File: src/rtl/fu_arb_pkg.sv
// Shared defaults, FSM state encoding and flag layout for the FU arbiter.
package fu_arb_pkg;

  localparam int FU_WIDTH = 32;
  localparam int FU_FSW   = 4;

  typedef enum logic [1:0] {
    IDLE = 2'd0,
    EXEC = 2'd1,
    RESP = 2'd2
  } fu_state_e;

  // Field order fixes the bit order of rsp_flags: {V,C,N,Z}, Z in bit 0.
  typedef struct packed {
    logic v;
    logic c;
    logic n;
    logic z;
  } fu_flags_t;

  function automatic fu_flags_t pack_flags(input logic v, input logic c,
                                           input logic n, input logic z);
    fu_flags_t f;
    f.v = v;
    f.c = c;
    f.n = n;
    f.z = z;
    return f;
  endfunction

endpackage

File: src/rtl/fu_arbiter_rr_arb2.sv
// Two-input round-robin grant: a lone requester wins, a tie goes to the side
// named by ptr. Purely combinational; the pointer lives in the caller.
module rr_arb2 (
  input  logic [1:0] req,
  input  logic       ptr,
  output logic [1:0] gnt
);

  // NOTE: every output of a combinational block gets a default first so no
  // path through the case can leave it unassigned and infer a latch.
  always_comb begin
    gnt = 2'b00;
    case (req)
      2'b01:   gnt = 2'b01;
      2'b10:   gnt = 2'b10;
      2'b11:   gnt = ptr ? 2'b10 : 2'b01;
      default: gnt = 2'b00;
    endcase
  end

endmodule

File: src/rtl/fu_arbiter.sv
// Shares one combinational ALU/shifter between two requesters, round-robin,
// one operation in flight. Build with FU_ARB_LOCK_EN to add owner lock inputs.
module fu_arbiter
  import fu_arb_pkg::*;
#(
  parameter int WIDTH = FU_WIDTH,
  parameter int FSW   = FU_FSW
) (
  input  logic             clk,
  input  logic             rst,

  input  logic             req0_valid,
  output logic             req0_ready,
  input  logic [WIDTH-1:0] req0_a,
  input  logic [WIDTH-1:0] req0_b,
  input  logic [FSW-1:0]   req0_fs,

  input  logic             req1_valid,
  output logic             req1_ready,
  input  logic [WIDTH-1:0] req1_a,
  input  logic [WIDTH-1:0] req1_b,
  input  logic [FSW-1:0]   req1_fs,
`ifdef FU_ARB_LOCK_EN
  input  logic             req0_lock,
  input  logic             req1_lock,
`endif

  output logic             rsp0_valid,
  input  logic             rsp0_ready,
  output logic             rsp1_valid,
  input  logic             rsp1_ready,
  output logic [WIDTH-1:0] rsp_f,
  output logic [3:0]       rsp_flags,

  output logic [WIDTH-1:0] fu_a,
  output logic [WIDTH-1:0] fu_b,
  output logic [FSW-1:0]   fu_fs,
  input  logic [WIDTH-1:0] fu_f,
  input  logic             fu_v,
  input  logic             fu_c,
  input  logic             fu_n,
  input  logic             fu_z,

  output logic             busy
);

  fu_state_e        state_q, state_d;
  logic             ptr_q, ptr_d;
  logic             owner_q, owner_d;
  logic [WIDTH-1:0] fu_a_q, fu_a_d;
  logic [WIDTH-1:0] fu_b_q, fu_b_d;
  logic [FSW-1:0]   fu_fs_q, fu_fs_d;
  logic [WIDTH-1:0] rsp_f_q, rsp_f_d;
  fu_flags_t        rsp_flags_q, rsp_flags_d;
  logic [1:0]       rsp_valid_q, rsp_valid_d;

  logic [1:0]       gnt;
  logic             owner_lock;
  logic             owner_rsp_ready;

  rr_arb2 u_rr_arb2 (
    .req ({req1_valid, req0_valid}),
    .ptr (ptr_q),
    .gnt (gnt)
  );

`ifdef FU_ARB_LOCK_EN
  assign owner_lock = owner_q ? req1_lock : req0_lock;
`else
  assign owner_lock = 1'b0;
`endif

  assign owner_rsp_ready = owner_q ? rsp1_ready : rsp0_ready;

  always_comb begin
    state_d     = state_q;
    ptr_d       = ptr_q;
    owner_d     = owner_q;
    fu_a_d      = fu_a_q;
    fu_b_d      = fu_b_q;
    fu_fs_d     = fu_fs_q;
    rsp_f_d     = rsp_f_q;
    rsp_flags_d = rsp_flags_q;
    rsp_valid_d = rsp_valid_q;
    req0_ready  = 1'b0;
    req1_ready  = 1'b0;

    unique case (state_q)
      IDLE: begin
        // Ready is masked during reset so a requester never sees an accept
        // that the reset is about to throw away.
        if (!rst) begin
          req0_ready = gnt[0];
          req1_ready = gnt[1];
        end
        if (|gnt) begin
          fu_a_d  = gnt[1] ? req1_a  : req0_a;
          fu_b_d  = gnt[1] ? req1_b  : req0_b;
          fu_fs_d = gnt[1] ? req1_fs : req0_fs;
          owner_d = gnt[1];
          ptr_d   = ~gnt[1];
          state_d = EXEC;
        end
      end

      EXEC: begin
        rsp_f_d     = fu_f;
        rsp_flags_d = pack_flags(fu_v, fu_c, fu_n, fu_z);
        rsp_valid_d = owner_q ? 2'b10 : 2'b01;
        state_d     = RESP;
      end

      RESP: begin
        if (owner_rsp_ready) begin
          rsp_valid_d = 2'b00;
          state_d     = IDLE;
          // A locked owner takes the priority back that it gave up at grant.
          if (owner_lock) begin
            ptr_d = owner_q;
          end
        end
      end

      default: begin
        state_d     = IDLE;
        rsp_valid_d = 2'b00;
      end
    endcase
  end

  // NOTE: sequential state is updated only with non-blocking assignments so
  // every flop samples the values that were present before the edge.
  always_ff @(posedge clk) begin
    if (rst) begin
      state_q     <= IDLE;
      ptr_q       <= 1'b0;
      owner_q     <= 1'b0;
      fu_a_q      <= '0;
      fu_b_q      <= '0;
      fu_fs_q     <= '0;
      rsp_f_q     <= '0;
      rsp_flags_q <= '0;
      rsp_valid_q <= 2'b00;
    end else begin
      state_q     <= state_d;
      ptr_q       <= ptr_d;
      owner_q     <= owner_d;
      fu_a_q      <= fu_a_d;
      fu_b_q      <= fu_b_d;
      fu_fs_q     <= fu_fs_d;
      rsp_f_q     <= rsp_f_d;
      rsp_flags_q <= rsp_flags_d;
      rsp_valid_q <= rsp_valid_d;
    end
  end

  assign fu_a       = fu_a_q;
  assign fu_b       = fu_b_q;
  assign fu_fs      = fu_fs_q;
  assign rsp_f      = rsp_f_q;
  assign rsp_flags  = rsp_flags_q;
  assign rsp0_valid = rsp_valid_q[0];
  assign rsp1_valid = rsp_valid_q[1];
  assign busy       = (state_q != IDLE);

endmodule

File: config.mk
export PLATFORM = sky130hd
export DESIGN_NAME = fu_arbiter
export DESIGN_NICKNAME = d
export VERILOG_FILES = /design/src/rtl/fu_arb_pkg.sv /design/src/rtl/fu_arbiter_rr_arb2.sv /design/src/rtl/fu_arbiter.sv
export SDC_FILE = /design/constraint.sdc
export NUM_CORES = 1
export LEC_CHECK = 0
export ABC_CLOCK_PERIOD_IN_PS = 2460
export BUFFER_PORTS_ARGS = -buffer_cell sky130_fd_sc_hd__buf_2
export CORE_MARGIN = 8
export CORE_UTILIZATION = 35
export CTS_CLUSTER_DIAMETER = 80
export DETAILED_ROUTE_END_ITERATION = 7
export GPL_ROUTABILITY_DRIVEN = 0
export PLACE_DENSITY_LB_ADDON = 0.1
export SLEW_MARGIN = 20
export SYNTH_ARGS = -nofsm -noshare
export SYNTH_HDL_FRONTEND = slang
export SYNTH_SLANG_ARGS = --single-unit
File: constraint.sdc
create_clock -name clk -period 2.46 [get_ports clk]
set_clock_uncertainty 0.1 [all_clocks]
set_input_delay 0.738 -clock clk [delete_from_list [all_inputs] [get_ports clk]]
set_output_delay 0.738 -clock clk [all_outputs]
set_load 0.01 [all_outputs]
## Word-level counts from Yosys, hierarchy flattened

Cells that the tools add are included.

| operators by class | value |
|---|---|
| equal/unequal tests | 7 |
| mux-type cells | 15 |
| bitwise logic cells | 2 |
| reductions and logical operators | 6 |

Operator list:

| cell | count |
|---|---|
| 2-to-1 mux 32 bit | 2 |
| case mux 2 bit (3 select lines) | 3 |
| 2-to-1 mux 2 bit | 4 |
| equality test 2 bit (second input constant) | 3 |
| AND reduction 2 bit | 3 |
| 2-to-1 mux 1 bit | 5 |
| equality test 2 x 1 -> 1 bit (second input constant) | 2 |
| 2-to-1 mux 4 bit | 1 |
| inequality test 2 bit (second input constant) | 2 |
| zero test 2 bit | 1 |
| inverter 1 bit | 2 |
| nonzero test 2 bit | 1 |
| OR reduction 2 bit | 1 |

| word-level totals | value |
|---|---|
| flip-flop bits (word level) | 110 |
| input port bits | 178 |
| output and inout bits | 109 |
| logic and storage cells | 42 |

## Depth between registers and ports, before layout

| depth | value |
|---|---|
| word-level depth | 5 |
| gate-level depth with buffers | 6 |
| mapped depth without buffers | 3 |

## Hierarchy

A second synthesis with hierarchy kept.

| unflattened totals | value |
|---|---|
| cell total of the unflattened synthesis | 525 |
| area total of the unflattened synthesis | 4566.9 um2 |

By module, submodules not included:

| module | times used | cells an instance | area each (um2) | seq. area each (um2) |
|---|---|---|---|---|
| fu_arbiter | 1 | 522 | 4548.1 | 2202.1 |
| rr_arb2 | 1 | 3 | 18.8 | 0.0 |

## Least setup slack after synthesis

No wires, ideal clock.

| path | value |
|---|---|
| kind | input port to output port |
| start point | input port req0_valid |
| end point | output port req1_ready |
| arrival | 1.570 ns |
| data required time | 1.622 ns |
| setup slack | 0.052 ns |
| stages on the path | 6 |
| buffers on the path | 3 |
| cells stage by stage | nand2b_1 clkbuf_1 buf_2 buf_2 nand2_1 nor2_1 |

| on the way | value |
|---|---|
| word-level cells in the longest chain between the ends | 4 |
| elaborated cells between the ends (all ways) | 6 |
| those cells by class | eq/ne (3); mux (3) |

Ends and longest elaborated chain:

| element | line | source |
|---|---|---|
| from (decl) | fu_arbiter.sv:12 | `input logic req0_valid,` |
| equality test 2 bit or equality test 2 x 1 -> 1 bit (tied branches) | fu_arbiter_rr_arb2.sv:13 | `case (req)` |
| case mux 2 bit (3 select lines) (*) | fu_arbiter_rr_arb2.sv:13 |  |
| 2-to-1 mux 1 bit (*) | fu_arbiter.sv:92 | `if (!rst) begin` |
| 2-to-1 mux 1 bit (*) | fu_arbiter.sv:88 | `unique case (state_q)` |
| to (decl) | fu_arbiter.sv:19 | `output logic req1_ready,` |

Every way passes the cells marked *; elsewhere a longest branch is shown, timed or not.

## Final worst setup path

| path | value |
|---|---|
| start point | input port req1_valid |
| end point | output port req1_ready |

| on the way | value |
|---|---|
| word-level cells in the longest chain between the ends | 4 |
| elaborated cells between the ends (all ways) | 6 |
| those cells by class | eq/ne (3); mux (3) |

Ends and longest elaborated chain:

| element | line | source |
|---|---|---|
| from (decl) | fu_arbiter.sv:18 | `input logic req1_valid,` |
| equality test 2 bit or equality test 2 x 1 -> 1 bit (tied branches) | fu_arbiter_rr_arb2.sv:13 |  |
| case mux 2 bit (3 select lines) (*) | fu_arbiter_rr_arb2.sv:13 |  |
| 2-to-1 mux 1 bit (*) | fu_arbiter.sv:92 |  |
| 2-to-1 mux 1 bit (*) | fu_arbiter.sv:88 |  |

Marked as above.

==> results by group <==
Setup path
  – Startpoint Class: primary input
  – CP cell instances: buf_2, nor3b_4, nand2_1, nor2_1, buf_2
  – Worst setup EP type: output port
  – Worst-path fanout max: 3
  – R2R Path Start: state_q[0]
  – CP peak stage delay: around 0.2 ns
  – Crit path DAT: between 1 and 1.5 ns
  – Slowest CP cell: nor3b_4
  – WP data required: between 1.5 and 2 ns
  – Worst setup startpoint: req1_valid
  – Critical path's most frequent cell: buf_2
  – Critical path class: in2out

Finish
  – Most frequent cells in the layout: buf_2, nand3_1, dfxtp_1
  – Most common cell after layout, fill and taps aside: buf_2
  – Area growth syn-to-layout: 38.4%
  – Layout cells sized above 1: about 39%
  – Filler cells: 1356
  – Final nets: between 1k and 1.5k

Clock network
  – CTS tree: done
  – Later-pin clock latency in the skew report: approximately 0.35 ns
  – Hold bufs inserted after CTS: 0
  – Clock Tree Root: clkbuf_16
  – Post-CTS Setup Bufs: 0
  – H-tree levels: 3
  – Clock-pin slew on the worst setup and hold paths: 0.07 ns
  – Sink Count: 110
  – CTS Buffer Depth: 2
  – Clock buffer count from CTS: 9
  – Post-cts resize count: 0

STA
  – Max_slew headroom: about 47%
  – Final Max Slew Viols: 0
  – FMAX: 0.433 GHz
  – Worst-margin pin slew: around 0.8 ns
  – Final Cycle Share: a little over nine tenths
  – Post-route setup slack: around 0.15 ns
  – Hold Violations, Final: 0
  – Hold slack: 0.354 ns
  – TNS Setup: 0 ns
  – Final worst path period need: roughly 2.3 ns
  – Final Setup Violations: 0
  – RSZ-0062 raised after global routing: no

Power
  – Clk pwr share: ~38%
  – P_leak: 2.87 nW
  – Sw frac: 28.4%
  – Pint: 3.41 mW
  – Share of power burned in registers: a little over two fifths
  – Logic gate share of total power: about a fifth
  – Sw Pwr: 1.36 mW
  – Power Dens Cells: between 700 and 800 nW/µm²
  – Worst VDD drop: around 0.00038 V

Run status
  – Outcome: finished, final reports clean

Global routing
  – Vias in the first global route: between 5k and 6k
  – Grt ovf: 0
  – Overall Global Routing Usage: a little over a fifth
  – Initial antenna violation count: 1
  – Wire length of the first global-routing pass: approximately 30 mm
  – Largest net degree at the start of global routing: 70

Synth
  – EDFF count, synth: 0
  – Synthesized flop and latch total: between 100 and 150
  – Syn_area_per_cell: approximately 7.9 µm²
  – Main flop type after synthesis: dfxtp_1
  – Yosys warning count: 0
  – Sequential element share of the synthesized area: between 40% and 50%
  – Distinct cells, synth: 24
  – Post-synthesis cell count: ~600
  – Synth Cell Area: around 4700 µm²
  – Mapped Nets: around 770
  – Post-synthesis async set-or-reset flop share: 0%

Floorplan
  – Initial Utilization: between 30% and 40%
  – Die span in y: roughly 130 µm
  – Core region area: around 13000 µm²
  – Die Area: around 17000 µm²
  – DIE WIDTH: about 130 µm
  – Ports: ~290
  – Row count: between 40 and 50

Min path
  – Hold Path Origin: rsp_f[11]
  – Worst min path class: reg2reg

Placed design
  – Setup WS pre-CTS: 0.0813 ns
  – Final HPWL DP: 12.8 mm
  – IO Port Bufs: 286

Routing
  – DR iter-0 viols: 443
  – DR pass1 iterations: 8
  – Vias: around 5.4k
  – Total Wirelength: roughly 19 mm
  – Detail Route Antenna Nets: 0
  – Via/cell ratio: between 5 and 6
  – DRC Markers: 0
  – Routed len/inst: roughly 18 µm

Flow run
  – Maxcap violations: 0
cell type report:
class,count,area [µm²],area share (%)
Timing Repair Buffer,300,1540,23.9
Inverter,1,3.75,0.0582
Antenna cell,1,2.50,0.0388
Clock buffer,9,225,3.49
Tap cell,176,220,3.42
Sequential cell,110,2200,34.2
Multi-Input combinational cell,410,2110,32.7
Clock inverter,7,144,2.23
cell families (layout without fill, tap and decap cells):
family                 after synthesis  in the layout  synth area share, %
AO/OA/AOI/OAI                      179            179                 21.1
flip-flops                         110            110                 47.3
buffers and inverters               67            317                 7.76
other                                0              1                    0
multiplexers                         1              1                0.215
AND/OR/NAND/NOR                    230            230                 23.6
power groups by stage:
| stage | combinational [mW] | sequential [mW] | clock [mW] |
|---|---|---|---|
| floorplan | 0.493 | 2.12 | 0 |
| global placement | 0.948 | 2.06 | 0 |
| detailed placement | 0.962 | 2.06 | 0 |
| CTS | 0.963 | 2.02 | 1.83 |
| global route | 1.05 | 2.04 | 1.91 |
| finish | 0.954 | 2.02 | 1.79 |
worst paths after layout:
kind	slack [ns]	cells after the start	end
max reg2reg	0.53	4	fu_b[10]
min	0.35	2	rsp_f[11]
min reg2reg	0.35	2	rsp_f[11]
max	0.15	5	req1_ready
cell usage after synthesis, types with 3 or more instances:
cell        n  share of area (%)
clkbuf_2    5               0.54
o21ai_1    22                2.4
clkbuf_1   29                2.3
nand2_1    76                6.1
buf_6      10                2.4
dfxtp_1   110                 47
o21ai_0    48                5.2
nand2b_1    4               0.54
a21oi_1    40                4.3
nand3_1   136                 15
buf_2      20                2.1
nor2_1      3               0.24
a31oi_1    68                9.1
nor2b_1     4               0.54
through the flow:
stage          instance area [µm²]  power, mW  std cells  utilization (%)
6_report                      6440       4.77       1014             49.1
5_1_grt                       6440       5.00       1014             49.1
3_3_place_gp                  6070       3.00        997             46.2
3_5_place_dp                  6070       3.02        997             46.2
4_1_cts                       6440       4.82       1013             49.0
2_1_floorplan                 4660       2.61        587                -
per-layer routing:
layer  wire [µm]  vias to the layer above  global-route usage (%)  share of wire (%)
li1            -                     2595                       -                  -
met1        7440                     2548                    23.5                 40
met2        8970                      261                    35.0                 48
met3        1790                       25                    7.93                9.6
met4         372                        0                    7.85                2.0
met5           0                        -                       0                  0
flip-flops by register name, indices dropped and copies added (netlist names):
| signal | cells |
|---|---|
| rsp_f | 32 |
| rsp_flags | 4 |
| rsp_valid_q | 2 |
| fu_b | 32 |
| owner_q | 1 |
| fu_fs | 4 |
| ptr_q | 1 |
| fu_a | 32 |
| state_q | 2 |
worst max-delay path, delay by kind of cell:
family                 cells  cell delay, ns
AND/OR/NAND/NOR            3            0.44
buffers and inverters      2            0.29
Note: power is estimated with default switching activity, not from simulation.
